$ cat config.mk
export PLATFORM = sky130hd
export DESIGN_NAME = pipe_stage_reg
export DESIGN_NICKNAME = d
export VERILOG_FILES = /design/src/rtl/pipe_stage_reg.sv
export SDC_FILE = /design/constraint.sdc
export NUM_CORES = 1
export LEC_CHECK = 0
export ABC_AREA = 0
export CAP_MARGIN = 30
export CORE_MARGIN = 3
export CORE_UTILIZATION = 37
export CTS_CLUSTER_SIZE = 16
export DETAILED_ROUTE_END_ITERATION = 16
export HOLD_SLACK_MARGIN = 0.03
export PLACE_DENSITY_LB_ADDON = 0.3
export SLEW_MARGIN = 30
export SYNTH_ARGS = -nofsm -noshare
export SYNTH_HDL_FRONTEND = slang
export SYNTH_SLANG_ARGS = --single-unit
export TNS_END_PERCENT = 10
$ cat constraint.sdc
create_clock -name Clock -period 4.45 [get_ports Clock]
set_input_delay 1.335 -clock Clock [delete_from_list [all_inputs] [get_ports Clock]]
set_output_delay 1.335 -clock Clock [all_outputs]
set_load 0.005 [all_outputs]
$ cat src/rtl/pipe_stage_reg.sv
// Elastic pipeline stage register: valid/ready handshake with back-pressure, flush and a saturating stall counter.
// Build option PIPE_STAGE_SKID_EN adds a skid slot so In_Ready is registered (no Out_Ready -> In_Ready path).
module pipe_stage_reg #(
  parameter int CTRL_W = 8,
  parameter int DATA_W = 101,
  parameter int CNT_W  = 16
) (
  input  logic              Clock,
  input  logic              Reset,
  input  logic              Flush,
  input  logic              In_Valid,
  output logic              In_Ready,
  input  logic [CTRL_W-1:0] In_Ctrl,
  input  logic [DATA_W-1:0] In_Data,
  output logic              Out_Valid,
  input  logic              Out_Ready,
  output logic [CTRL_W-1:0] Out_Ctrl,
  output logic [DATA_W-1:0] Out_Data,
  output logic [CNT_W-1:0]  StallCount
);

  typedef enum logic [1:0] {
    EMPTY = 2'd0,
    ONE   = 2'd1,
    FULL  = 2'd2
  } state_t;

  state_t state_reg, state_next;

  logic [CTRL_W-1:0] m_ctrl_reg, m_ctrl_next;
  logic [DATA_W-1:0] m_data_reg, m_data_next;
`ifdef PIPE_STAGE_SKID_EN
  logic [CTRL_W-1:0] s_ctrl_reg, s_ctrl_next;
  logic [DATA_W-1:0] s_data_reg, s_data_next;
`endif
  logic [CNT_W-1:0]  stall_cnt_reg;

  logic m_valid;
  logic accept;
  logic emit;

  assign m_valid = (state_reg != EMPTY);

`ifdef PIPE_STAGE_SKID_EN
  assign In_Ready = (state_reg != FULL);
`else
  assign In_Ready = !m_valid | Out_Ready;
`endif

  assign accept     = In_Valid & In_Ready;
  assign emit       = m_valid & Out_Ready;
  assign Out_Valid  = m_valid;
  assign Out_Ctrl   = m_valid ? m_ctrl_reg : '0;
  assign Out_Data   = m_data_reg;
  assign StallCount = stall_cnt_reg;

  always_comb begin
    state_next  = state_reg;
    m_ctrl_next = m_ctrl_reg;
    m_data_next = m_data_reg;
`ifdef PIPE_STAGE_SKID_EN
    s_ctrl_next = s_ctrl_reg;
    s_data_next = s_data_reg;
`endif
    case (state_reg)
      EMPTY: begin
        if (accept) begin
          state_next  = ONE;
          m_ctrl_next = In_Ctrl;
          m_data_next = In_Data;
        end
      end
      ONE: begin
        if (accept && emit) begin
          m_ctrl_next = In_Ctrl;
          m_data_next = In_Data;
        end else if (emit) begin
          state_next = EMPTY;
`ifdef PIPE_STAGE_SKID_EN
        end else if (accept) begin
          state_next  = FULL;
          s_ctrl_next = In_Ctrl;
          s_data_next = In_Data;
`endif
        end
      end
`ifdef PIPE_STAGE_SKID_EN
      FULL: begin
        if (emit) begin
          state_next  = ONE;
          m_ctrl_next = s_ctrl_reg;
          m_data_next = s_data_reg;
        end
      end
`endif
      default: state_next = EMPTY;
    endcase

    // Flush drops every held beat; data payloads are left untouched on purpose.
    if (Flush) begin
      state_next  = EMPTY;
      m_ctrl_next = '0;
      m_data_next = m_data_reg;
`ifdef PIPE_STAGE_SKID_EN
      s_ctrl_next = '0;
      s_data_next = s_data_reg;
`endif
    end
  end

  always_ff @(posedge Clock or posedge Reset) begin
    if (Reset) begin
      state_reg  <= EMPTY;
      m_ctrl_reg <= '0;
      m_data_reg <= '0;
`ifdef PIPE_STAGE_SKID_EN
      s_ctrl_reg <= '0;
      s_data_reg <= '0;
`endif
    end else begin
      state_reg  <= state_next;
      m_ctrl_reg <= m_ctrl_next;
      m_data_reg <= m_data_next;
`ifdef PIPE_STAGE_SKID_EN
      s_ctrl_reg <= s_ctrl_next;
      s_data_reg <= s_data_next;
`endif
    end
  end

  always_ff @(posedge Clock or posedge Reset) begin
    if (Reset) begin
      stall_cnt_reg <= '0;
    end else if (m_valid && !Out_Ready && (stall_cnt_reg != '1)) begin
      stall_cnt_reg <= stall_cnt_reg + CNT_W'(1);
    end
  end

endmodule

==> impl_results.md <==
* Status: completed
* Syn Std Cell Area at 4941 um2
* Total power at 3.584 mW
* DRT Wirelength at 12.81 mm
* Utilization after layout at between 60% and 70%
* Final Hold Viols at 0
* Synth Net Count at 435
* Commonest non-fill, non-tap cells in the layout: 240 x clkdlybuf4s50_1, 126 x dfrtp_1, 104 x mux2_2
* Setup crit end: In_Ready
* DR vias at 3614
* Worst-path cell chain: clkdlybuf4s50_1 > nand2b_4 > clkdlybuf4s50_1
* Sink Count at 126
* CP Max Fanout at 6
* Area of the multi-input gates at 1712 um2
* Crit path max-delay cell type: clkdlybuf4s50_1
* Main synth FF type: dfrtp_1
* GPL Wtd Cong at approximately 0.8
* Achievable Freq at 0.2575 GHz
* #FFs+latches synth at between 100 and 150
* Seq/Total Area, Yosys at 63.81%
* R2R Path Start: state_reg[0]
* Combinational power share at between 20% and 30%
* Vias/cell at 4.793
* Unique masters post-synth at 31
* Power Density at 440.1 nW/um2
* Clock Power Share at 37.7%
* Bufs and invs on worst path at 2
* Max-slew headroom at between 40 and 50%
* TritonCTS Buffers at 17
* Clk_lat worst skew at 400 ps
* Reg2Reg Capture Point: Out_Data[90]
* Worst r2r path cells at 5
* Post-synth EDFFs at 0
* Clk slew on worst S/H paths at about 50 ps
* CTS tree: done
* Psw at 809.6 uW
* Row count at 41
* Endpoints failing setup at 0
* Fin. max-slew vios at 0
* Die Ht at 121.6 um
* CTS max path bufs at 2
* First-pass DRT Iterations at 4
* Largest net degree at the start of global routing at about 80
* GRT Total Usage at 17.78%
* Most Frequent Cell on Critical Path: clkdlybuf4s50_1
* DP Cell Count at 722
* WHS at about 490 ps
* Filler-free cell count of the finished design at 754
* Worst setup startpoint: Out_Ready
* Worst slew pin tran at approximately 850 ps
* Starting Density at between 30 and 40%
* Port bufs at 240
* Sw frac at a little under a quarter
* Critical path data required time at 3120 ps
* CTS resizes at 0
* Number of global-route vias before repair at just under 4k
* Post-Syn Instances at between 300 and 400
* Synth area leaders: dfrtp_1 64%, mux2_2 24%, xor2_1 1.8%, a22o_1 1.4%, buf_2 1.1%
* Final setup margin at 566.7 ps
* Share of layout cells above drive strength 1 at 24.23%
* Min-delay worst type: reg -> reg
* Cell family contributing the most delay on the critical path: buffers and inverters
* Max-cap violations at 0
* FF-to-FF setup slack at 2430 ps
* Die area at 14780 um2
* Setup TNS at 0 ps
* Most common cell after layout, fill and taps aside: clkdlybuf4s50_1
* Post-Syn Area per Cell at 15.44 um2
* Ys Warns at 0
* DRC viols at 0
* Top cell type's share of synthesized area at 63.81%
* Reg area at 3153 um2
* Kind of critical path: in -> out
* Setup Buffers After CTS at 0
* Setup crit end kind: output pin
* Fin crit period at between 3000 and 4000 ps
* Routed len/inst at 16.99 um
* Design Area, Final at 8143 um2
* Asr flop ratio synth at 100.0%
* Area delta synth->final at 64.80%
* Initial DRC count at 175
* Placed inst area at 7552 um2
* Gr ovfl total at 0
* Worst VDD drop at 236.9 uV
* Clk_skew at 4.764 ps
* RSZ-0062 raised after global routing: no
* Crit-path max cell delay at 530 ps
* CTS Hold Buffers Added at 0
* Pint at 2.774 mW
* First-pass GRT wire length at around 20 mm
* Fin crit share at 87.26%
* Clk root buf: clkbuf_16
* Hpwl dp at 9.446 mm
* CP arrival at roughly 2600 ps
* Final net count at just under 700
* Fillers at 987
* Max reg flops at around 100
* Initial antenna violation count at 0
* Post-route ant nets at 0
* Die width at 121.6 um
* WP depth at 3
* Core footprint at 12820 um2
* Pre-CTS WS at 585.5 ps
* Diode count at 0
* Leakage power at 3.395 nW
* Top Ports at between 200 and 250
* H-tree depth at 4
* Worst Setup Start Kind: input port
* Yosys top cell by area: dfrtp_1
* Flop pwr share at 40.5%
## area by class of cell
cell class	instances	share of cell area (%)
Multi-Input combinational cell	178	21.02
Clock inverter	5	0.9527
Timing Repair Buffer	244	30.22
Sequential cell	126	38.72
Clock buffer	27	6.300
Tap cell	172	2.643
Inverter	2	0.1383
## how the worst min path moves through the flow
| stage | startpoint | end | slack (ps) | depth (start not counted) |
|---|---|---|---|---|
| final | m_ctrl_reg[0] | m_ctrl_reg[0] | 490 | 1 |
| after global routing | m_ctrl_reg[4] | m_ctrl_reg[4] | 500 | 1 |
| after CTS | m_ctrl_reg[0] | m_ctrl_reg[0] | 490 | 1 |
| after detailed placement | m_ctrl_reg[1] | m_ctrl_reg[1] | 480 | 1 |
| after global placement | m_ctrl_reg[5] | m_ctrl_reg[5] | 480 | 1 |
| after floorplan | m_ctrl_reg[0] | m_ctrl_reg[0] | 460 | 1 |
## worst register-to-register path: stages (launching register included)
cell	delay, ps
dfrtp_1	540
nand2b_4	180
nand2_1	90
nor2_4	300
buf_12	330
mux2_2	450
## per-layer routing
layer	GRT usage, %	share of wire, %	vias to the layer above
li1	-	-	1645
met1	19.44	37	1791
met2	29.91	51	161
met3	8.821	10	17
met4	6.513	1.6	0
met5	0	0	-
## power groups by stage
stage,Sequential (mW),Combinational [mW],Clock [mW]
finish,1.45,0.781,1.35
CTS,1.45,0.796,1.39
floorplan,1.47,0.237,0
global placement,1.45,0.776,0
global route,1.48,0.839,1.45
detailed placement,1.47,0.791,0
## Yosys cell counts (2+ instances only)
| master | instances |
|---|---|
| buf_2 | 11 |
| nand3_1 | 5 |
| and3_1 | 3 |
| clkbuf_1 | 2 |
| nand4_1 | 4 |
| inv_1 | 2 |
| dfrtp_1 | 126 |
| and2_1 | 8 |
| a22o_1 | 8 |
| xor2_1 | 10 |
| mux2_2 | 104 |
| a41oi_1 | 2 |
| xnor2_1 | 2 |
| nor2_1 | 2 |
| nand2_1 | 6 |
| a31oi_1 | 4 |
| a21oi_1 | 6 |
| nand3b_1 | 2 |
## logic make-up after synthesis
kind of cell	after synthesis	synth area share, %
xor+xnor	12	2.127
flops	126	63.81
compound gates	23	3.697
fa+ha+maj	1	0.2532
buf+inv	16	1.646
simple gates	38	4.761
mux	104	23.70
(Power assumes the default switching activity.)
